--- src/rtl/instr_fetch_pkg.sv ---
// Shared types and constants for the instruction fetch stage: FSM state
// encoding and the primary opcode values the decoder keys on.
package instr_fetch_pkg;

    typedef enum logic [1:0] {
        IDLE  = 2'd0,
        FETCH = 2'd1,
        HOLD  = 2'd2
    } fetch_state_e;

    localparam logic [5:0] OP_RTYPE = 6'h00;
    localparam logic [5:0] OP_LW    = 6'h23;
    localparam logic [5:0] OP_SW    = 6'h2B;
    localparam logic [5:0] OP_BEQ   = 6'h04;

    localparam int unsigned INSTR_W = 32;

    function automatic logic [5:0] opcode_of(input logic [INSTR_W-1:0] word);
        return word[31:26];
    endfunction

endpackage

--- src/rtl/instr_fetch_pc_next.sv ---
// Next-PC adder: sequential PC+4, optionally plus the sign-extended word offset
// of a taken branch. Wraps modulo 2^ADDR_W and keeps the result word aligned.
module fetch_pc_next #(
    parameter int ADDR_W = 32
) (
    input  logic [ADDR_W-1:0] pc,
    input  logic [15:0]       imm16,
    input  logic              take,
    output logic [ADDR_W-1:0] next_pc
);

    logic signed [15:0]       imm_s;
    logic signed [ADDR_W-1:0] offset;
    logic [ADDR_W-1:0]        seq_pc;
    logic [ADDR_W-1:0]        branch_off;
    logic [ADDR_W-1:0]        sum;

    assign imm_s  = imm16;
    // The size cast sign-extends, the shift turns the word offset into bytes.
    assign offset = ADDR_W'(imm_s) <<< 2;

    assign seq_pc     = pc + ADDR_W'(4);
    assign branch_off = take ? $unsigned(offset) : '0;
    assign sum        = seq_pc + branch_off;
    assign next_pc    = {sum[ADDR_W-1:2], 2'b00};

endmodule

--- src/rtl/instr_fetch.sv ---
// Instruction fetch stage: requests one word from instruction memory, holds it
// for the decoder until consumed, then advances the PC (sequential or branch).
module instr_fetch
    import instr_fetch_pkg::*;
#(
    parameter int                ADDR_W   = 32,
    parameter logic [ADDR_W-1:0] RESET_PC = '0
) (
    input  logic              clk,
    input  logic              rst_n,
    output logic              imem_req,
    output logic [ADDR_W-1:0] imem_addr,
    input  logic              imem_rvalid,
    input  logic [31:0]       imem_rdata,
    output logic              instr_valid,
    output logic [31:0]       instr_word,
    output logic [5:0]        instr_op,
    output logic [ADDR_W-1:0] pc_out,
    input  logic              stall,
    input  logic              branch,
    input  logic              alu_zero,
    output logic [31:0]       retired_cnt
);

    localparam logic [ADDR_W-1:0] RESET_PC_ALIGNED = {RESET_PC[ADDR_W-1:2], 2'b00};

    fetch_state_e      state_q;
    logic [ADDR_W-1:0] pc_q;
    logic [ADDR_W-1:0] pc_next_d;
    logic [31:0]       instr_word_q;
    logic [31:0]       retired_cnt_q;
    logic              req_q;
    logic              valid_q;
    logic              consume_d;
    logic              take_d;

    // Branch inputs only matter in the cycle the held instruction is consumed.
    assign consume_d = (state_q == HOLD) && !stall;
    assign take_d    = consume_d && branch && alu_zero;

    fetch_pc_next #(
        .ADDR_W (ADDR_W)
    ) u_pc_next (
        .pc      (pc_q),
        .imm16   (instr_word_q[15:0]),
        .take    (take_d),
        .next_pc (pc_next_d)
    );

    always_ff @(posedge clk) begin
        if (!rst_n) begin
            state_q       <= IDLE;
            pc_q          <= RESET_PC_ALIGNED;
            instr_word_q  <= '0;
            retired_cnt_q <= '0;
            req_q         <= 1'b0;
            valid_q       <= 1'b0;
        end else begin
            case (state_q)
                IDLE: begin
                    state_q <= FETCH;
                    req_q   <= 1'b1;
                end
                FETCH: begin
                    if (imem_rvalid) begin
                        instr_word_q <= imem_rdata;
                        state_q      <= HOLD;
                        req_q        <= 1'b0;
                        valid_q      <= 1'b1;
                    end
                end
                HOLD: begin
                    if (consume_d) begin
                        pc_q          <= pc_next_d;
                        retired_cnt_q <= retired_cnt_q + 32'd1;
                        state_q       <= FETCH;
                        req_q         <= 1'b1;
                        valid_q       <= 1'b0;
                    end
                end
                default: begin
                    state_q <= IDLE;
                    req_q   <= 1'b0;
                    valid_q <= 1'b0;
                end
            endcase
        end
    end

    // Qualify with rst_n so request/valid drop in the very cycle reset is asserted.
    assign imem_req    = req_q & rst_n;
    assign instr_valid = valid_q & rst_n;
    assign imem_addr   = pc_q;
    assign pc_out      = pc_q;
    assign instr_word  = instr_word_q;
    assign instr_op    = opcode_of(instr_word_q);
    assign retired_cnt = retired_cnt_q;

endmodule

--- config.mk ---
export PLATFORM = sky130hd
export DESIGN_NAME = instr_fetch
export DESIGN_NICKNAME = d
export VERILOG_FILES = /design/src/rtl/instr_fetch_pkg.sv /design/src/rtl/instr_fetch_pc_next.sv /design/src/rtl/instr_fetch.sv
export SDC_FILE = /design/constraint.sdc
export NUM_CORES = 1
export LEC_CHECK = 0
export CAP_MARGIN = 20
export CORE_AREA = 2 2 112 141
export CTS_BUF_LIST = sky130_fd_sc_hd__clkbuf_16
export DETAILED_ROUTE_END_ITERATION = 6
export DIE_AREA = 0 0 114 143
export PLACE_DENSITY = 0.74
export SKIP_CTS_REPAIR_TIMING = 1
export SLEW_MARGIN = 0
export SYNTH_ARGS = -nofsm -noshare
export SYNTH_HDL_FRONTEND = slang
export SYNTH_SLANG_ARGS = --single-unit
--- constraint.sdc ---
create_clock -name clk -period 4.7 [get_ports clk]
set_clock_uncertainty 0.2 [all_clocks]
set_input_delay 1.175 -clock clk [delete_from_list [all_inputs] [get_ports clk]]
set_output_delay 1.175 -clock clk [all_outputs]
set_load 0.01 [all_outputs]
# ---- Word level (Yosys, flattened, before mapping)
# Cells that the tools add are included.
dict set report op_classes {
  add_sub_neg 3
  reduce_logical 9
  n_bitwise 3
  n_mux 10
  eq_ne 4
}
# op count
set ops {}
lappend ops {{adder 32 x 1 -> 32 bit, second input constant} 1}
lappend ops {{adder 32 x 3 -> 32 bit, second input constant} 1}
lappend ops {{adder 32 bit} 1}
lappend ops {{two-way mux 32 bit} 1}
lappend ops {{case mux 1 bit (3 select lines)} 2}
lappend ops {{case mux 2 bit (3 select lines)} 1}
lappend ops {{AND reduction 2 bit} 3}
lappend ops {{two-way mux 1 bit} 4}
lappend ops {{two-way mux 2 bit} 2}
lappend ops {{!= test 2 bit, second input constant} 2}
lappend ops {{logical AND 1 bit} 3}
lappend ops {{AND reduction 3 bit} 1}
lappend ops {{bitwise AND 1 bit} 2}
lappend ops {{== test 2 x 1 -> 1 bit, second input constant} 1}
lappend ops {{== test 2 bit, second input constant} 1}
lappend ops {{logical NOT 2 bit} 1}
lappend ops {{logical NOT 1 bit} 1}
lappend ops {{NOT 1 bit} 1}
dict set report totals {
  out_inout_bits 136
  regBits 98
  wordCells 35
  inputBits 38
}

# ---- Logic depth before layout (Yosys ltp)
dict set report logic_depth {
  word_depth 6
  mapped_depth 15
  depth_no_buf 14
}

# ---- Hierarchy
# From an unflattened synthesis, not the netlist that was laid out.
dict set report hier_totals {
  cells_unflattened 793
  hier_area_um2 6242.2
}
# module area_per_inst_um2 cells_each instances
set modules_own_cells {}
lappend modules_own_cells {instr_fetch 4241.6 527 1}
lappend modules_own_cells {fetch_pc_next 2000.7 266 1}

# ---- Least setup slack after synthesis
# Ideal clock, no wire load.
dict set report synth_path {
  kind {input -> register}
  start {in stall}
  end {reg pc_q[25] (netlist: imem_addr[25])}
  path_buffers 1
  cell_stages 13
  setup_slack_ps 38
  t_arrival_ps 4340
  setup_ps 122
  cell_sequence {nor3b_4 and3_1 clkbuf_1 and2_1 ha_1 ha_1 fa_1 a211oi_1 o21a_1 a211oi_2 a2111oi_4 o41ai_2 a221o_1}
}
dict set report synth_via {
  elab_chain_cells 6
  word_cells_on_any_way 7
}
# element line_no
set synth_lines {}
lappend synth_lines {{start: declaration} instr_fetch.sv:19} ;# input logic stall,
lappend synth_lines {{logical NOT 1 bit (*)} instr_fetch.sv:38} ;# assign consume_d = (state_q == HOLD) && !stall;
lappend synth_lines {{logical AND 1 bit (*)} instr_fetch.sv:38}
lappend synth_lines {{logical AND 1 bit (2 in a row)} instr_fetch.sv:39} ;# assign take_d = consume_d && branch && alu_zero;
lappend synth_lines {{two-way mux 32 bit} instr_fetch_pc_next.sv:23} ;# assign branch_off = take ? $unsigned(offset) : '0;
lappend synth_lines {{adder 32 bit} instr_fetch_pc_next.sv:24} ;# assign sum = seq_pc + branch_off;
lappend synth_lines {{end signal: assignment} instr_fetch.sv:74} ;# pc_q <= pc_next_d;
lappend synth_lines {{end: declaration} instr_fetch.sv:28} ;# logic [ADDR_W-1:0] pc_q;
# Mark *: on every way between the ends. The rest lies on a longest branch, timed or not.
# A chain may end at the register's enable or synchronous reset.

# ---- Worst setup path in the final report
dict set report layout_path {
  start {in branch}
  end {reg pc_q[29] (netlist: imem_addr[29])}
}
dict set report layout_via {
  elab_chain_cells 4
}
# element line_no
set layout_lines {}
lappend layout_lines {{start: declaration} instr_fetch.sv:20} ;# input logic branch,
lappend layout_lines {{logical AND 1 bit (2 in a row)} instr_fetch.sv:39}
lappend layout_lines {{two-way mux 32 bit} instr_fetch_pc_next.sv:23}
lappend layout_lines {{adder 32 bit} instr_fetch_pc_next.sv:24}
# Every way passes these cells.

==> results.ini <==
[critical_path]
r2r-end = imem_addr[29]$_SDFFE_PN0P_
endpoint_kind = flip-flop
start_kind = primary input
cp.arrival_ns = 4.44
critPathMaxStageDelay_ns = 0.45
crit_required_ns = 4.74
crit_chain = clkdlybuf4s50_1, and3_4, buf_4, and2_1, ha_1, ha_1, o211ai_1, o21a_1, a211oi_2, a2111oi_4, buf_4, nor4_1, o22a_1, nand3_1
crit_path_top_delay_cell = clkdlybuf4s50_1
crit_path_max_fanout = 10
reg2reg_slack_ns = 0.96
rr_worst_depth = 14
timing.rr.start = state_q[1]$_SDFFE_PN0P_
criticalPathCategory = in -> reg

[worst_hold_path]
hp-start = instr_word[25]$_SDFFE_PN0P_
hold_path_depth = 2
hold_path_class = reg -> reg
hold_end = instr_word[25]$_SDFFE_PN0P_

[global_route]
grt_max_degree = 79
antenna_found_initial = 0
grtUsageMet1 = 0.2516
grt-ovfl-total = 0
grt.busiest_layer = met2
met2_usage = 0.3778
met3_usage = 0.03862
grt_pass1_wl_mm = 27.87
first_global_vias = 5707
grt.total_usage = 0.2118

[synth]
synth_warnings = 0
seq_area_frac_synth = 0.3070
ys_top_cells_by_area = dfxtp_1, ha_1, nand2_1
synth_ff_type = dfxtp_1
yosysTopAreaCell = dfxtp_1
async_flop_share = 0
syn_inst = 776
syn_avg_cell_area_um2 = 8.152
syn_area_um2 = 6326
synth-edff-count = 0
synth.top_cell.area_share = 0.3070
synth.distinct_cells = 60
ys_ff_latch = 97

[clock_tree]
cts_buffer_depth = 2
cts_tree = yes
cts_buffers = 9
htree_num_levels = 3
clk_pin_slew_ns = 0.07
clock_sinks = 97
clockRootBuffer = clkbuf_16
insertion_delay_ns = 0.36

[die]
rows = 50
core_um2 = 14890
die_h_um = 143
io_pins = 174
die_x_um = 114
start_util = 0.4249
die_area_um2 = 16300

[layout]
layout.nets = 1050
syn2layout_area_growth_pct = 38.13
fin_cells = 1150
final_cell_mix = clkdlybuf4s50_1, nand2_1, dfxtp_1
fin_area_um2 = 8738
drive_gt1_frac = 0.1167
insertedDiodeCount = 0
fill_cells = 1351
final_common_cell = clkdlybuf4s50_1

[routing]
wirelength_mm = 17.26
ant_nets = 0
wl_per_cell_um = 15.01
routed-via-count = 6017
firstDrtPassIters = 4
avgViaCountPerCell = 5.232
drc_errors = 0
drtIter0Drc = 257

[sta]
hold_viol = 0
worstMarginPinSlew_ns = 1.026
finalMaxSlewViolations = 0
tns_ns = 0
fmax_ghz = 0.2272
slew_headroom = 0.3146
setup-violations-final = 0
fin_crit_ns = 4.401
period_share = 0.9364
rsz0062_at_grt = no

[power_and_ir_drop]
max-vdd-ir-drop_uv = 180.2
p_int_w = 0.001340
p_leak_nw = 3.774
pwr-share-seq = 0.481
power.switching_w = 0.0004346
comb_power_share = 0.081
pwr_density_cell_nw_per_um2 = 203.1
switching_share = 0.2449
p_clk_frac = 0.438
power_w = 0.001775

[placed_design]
io_buffers = 169
place_area_um2 = 8416
dp_hpwl_mm = 13.31
post-place-cells = 1134
gp_congestion = 0.8908

[outcome]
status = complete, no violations

[run]
drv_cap = 0

[cells by family (layout without fill, tap and decap cells)]
group / count (synthesis) / count (layout) / synth area share
AOI/OAI and AO/OA: 177 / 177 / 0.1978
other: 1 / 4 / 0.0005928
xor gates and xnor gates: 49 / 49 / 0.06784
muxes: 2 / 2 / 0.003955
adders and majority gates: 49 / 49 / 0.09810
DFF: 97 / 97 / 0.3070
buffers and inverters: 89 / 278 / 0.07773
and+or+nand+nor: 312 / 312 / 0.2470
[layout make-up]
type	count	area, um^2	share of cell area
Inverter	12	45.04	0.005155
Tap cell	182	227.7	0.02606
Clock inverter	7	85.08	0.009737
Clock buffer	9	225.2	0.02577
Sequential cell	97	1942	0.2222
Timing Repair Buffer	250	2297	0.2629
Multi-Input combinational cell	593	3916	0.4482
[cell usage after synthesis, types with 4 or more instances]
library cell,number
a211oi_1,5
ha_1,48
dfxtp_1,97
a21boi_0,42
a221o_1,4
nor3_1,5
xor2_1,13
xnor2_1,36
clkbuf_1,31
and3_1,17
or3_1,12
o21a_1,5
nand4_1,21
nand2_1,124
nand3b_1,4
nor2_1,37
o21ai_0,33
and4_1,5
a31oi_1,5
inv_1,12
buf_4,41
nor2b_1,5
and2_1,50
a21oi_1,29
o211ai_1,7
a21o_1,24
nand3_1,19
[critical path: cells and delay by family]
| kind | cells | cell delay (ns) |
|---|---|---|
| AOI/OAI and AO/OA | 5 | 0.99 |
| and+or+nand+nor | 4 | 0.87 |
| buffers and inverters | 3 | 0.78 |
| adders and majority gates | 2 | 0.62 |
[how the worst max path moves through the flow]
stage / startpoint / endpoint / slack, ns / cells past startpoint
floorplan: stall / imem_addr[25]$_SDFFE_PN0P_ / 0.04 / 13
global placement: stall / imem_addr[17]$_SDFFE_PN0P_ / -0.16 / 15
detailed placement: stall / imem_addr[29]$_SDFFE_PN0P_ / -0.31 / 15
CTS: stall / imem_addr[29]$_SDFFE_PN0P_ / 0.05 / 15
global route: branch / imem_addr[17]$_SDFFE_PN0P_ / 0.20 / 14
finish: branch / imem_addr[29]$_SDFFE_PN0P_ / 0.30 / 14
[routing by layer]
layer	vias to the layer above	share of wire
li1	3045	-
met2	157	0.50
met5	-	0
met3	27	0.050
met1	2788	0.42
met4	0	0.025
[state kept, by name, summed over array words and instances, names as in the netlist]
register / cells
instr_word: 32
valid_q: 1
imem_addr: 30
retired_cnt: 32
state_q: 2
[stage by stage]
step	hold WS [ns]	setup slack [ns]	utilization
5_1_grt	0.2917	0.1997	0.5869
3_3_place_gp	0.2521	-0.1609	0.5652
3_5_place_dp	0.2606	-0.3102	0.5652
4_1_cts	0.2697	0.04913	0.5861
6_report	0.2632	0.2990	0.5869
2_1_floorplan	0.2703	0.03833	-
[power by group through the flow]
stage / clock (W) / sequential, W / combinational (W)
after floorplan: 0 / 0.000875 / 0.0000614
after global routing: 0.000828 / 0.000855 / 0.000158
after CTS: 0.000797 / 0.000853 / 0.000147
final: 0.000777 / 0.000853 / 0.000145
after detailed placement: 0 / 0.000872 / 0.000146
after global placement: 0 / 0.000871 / 0.000145
No activity file was read; power rests on OpenSTA's default activity.
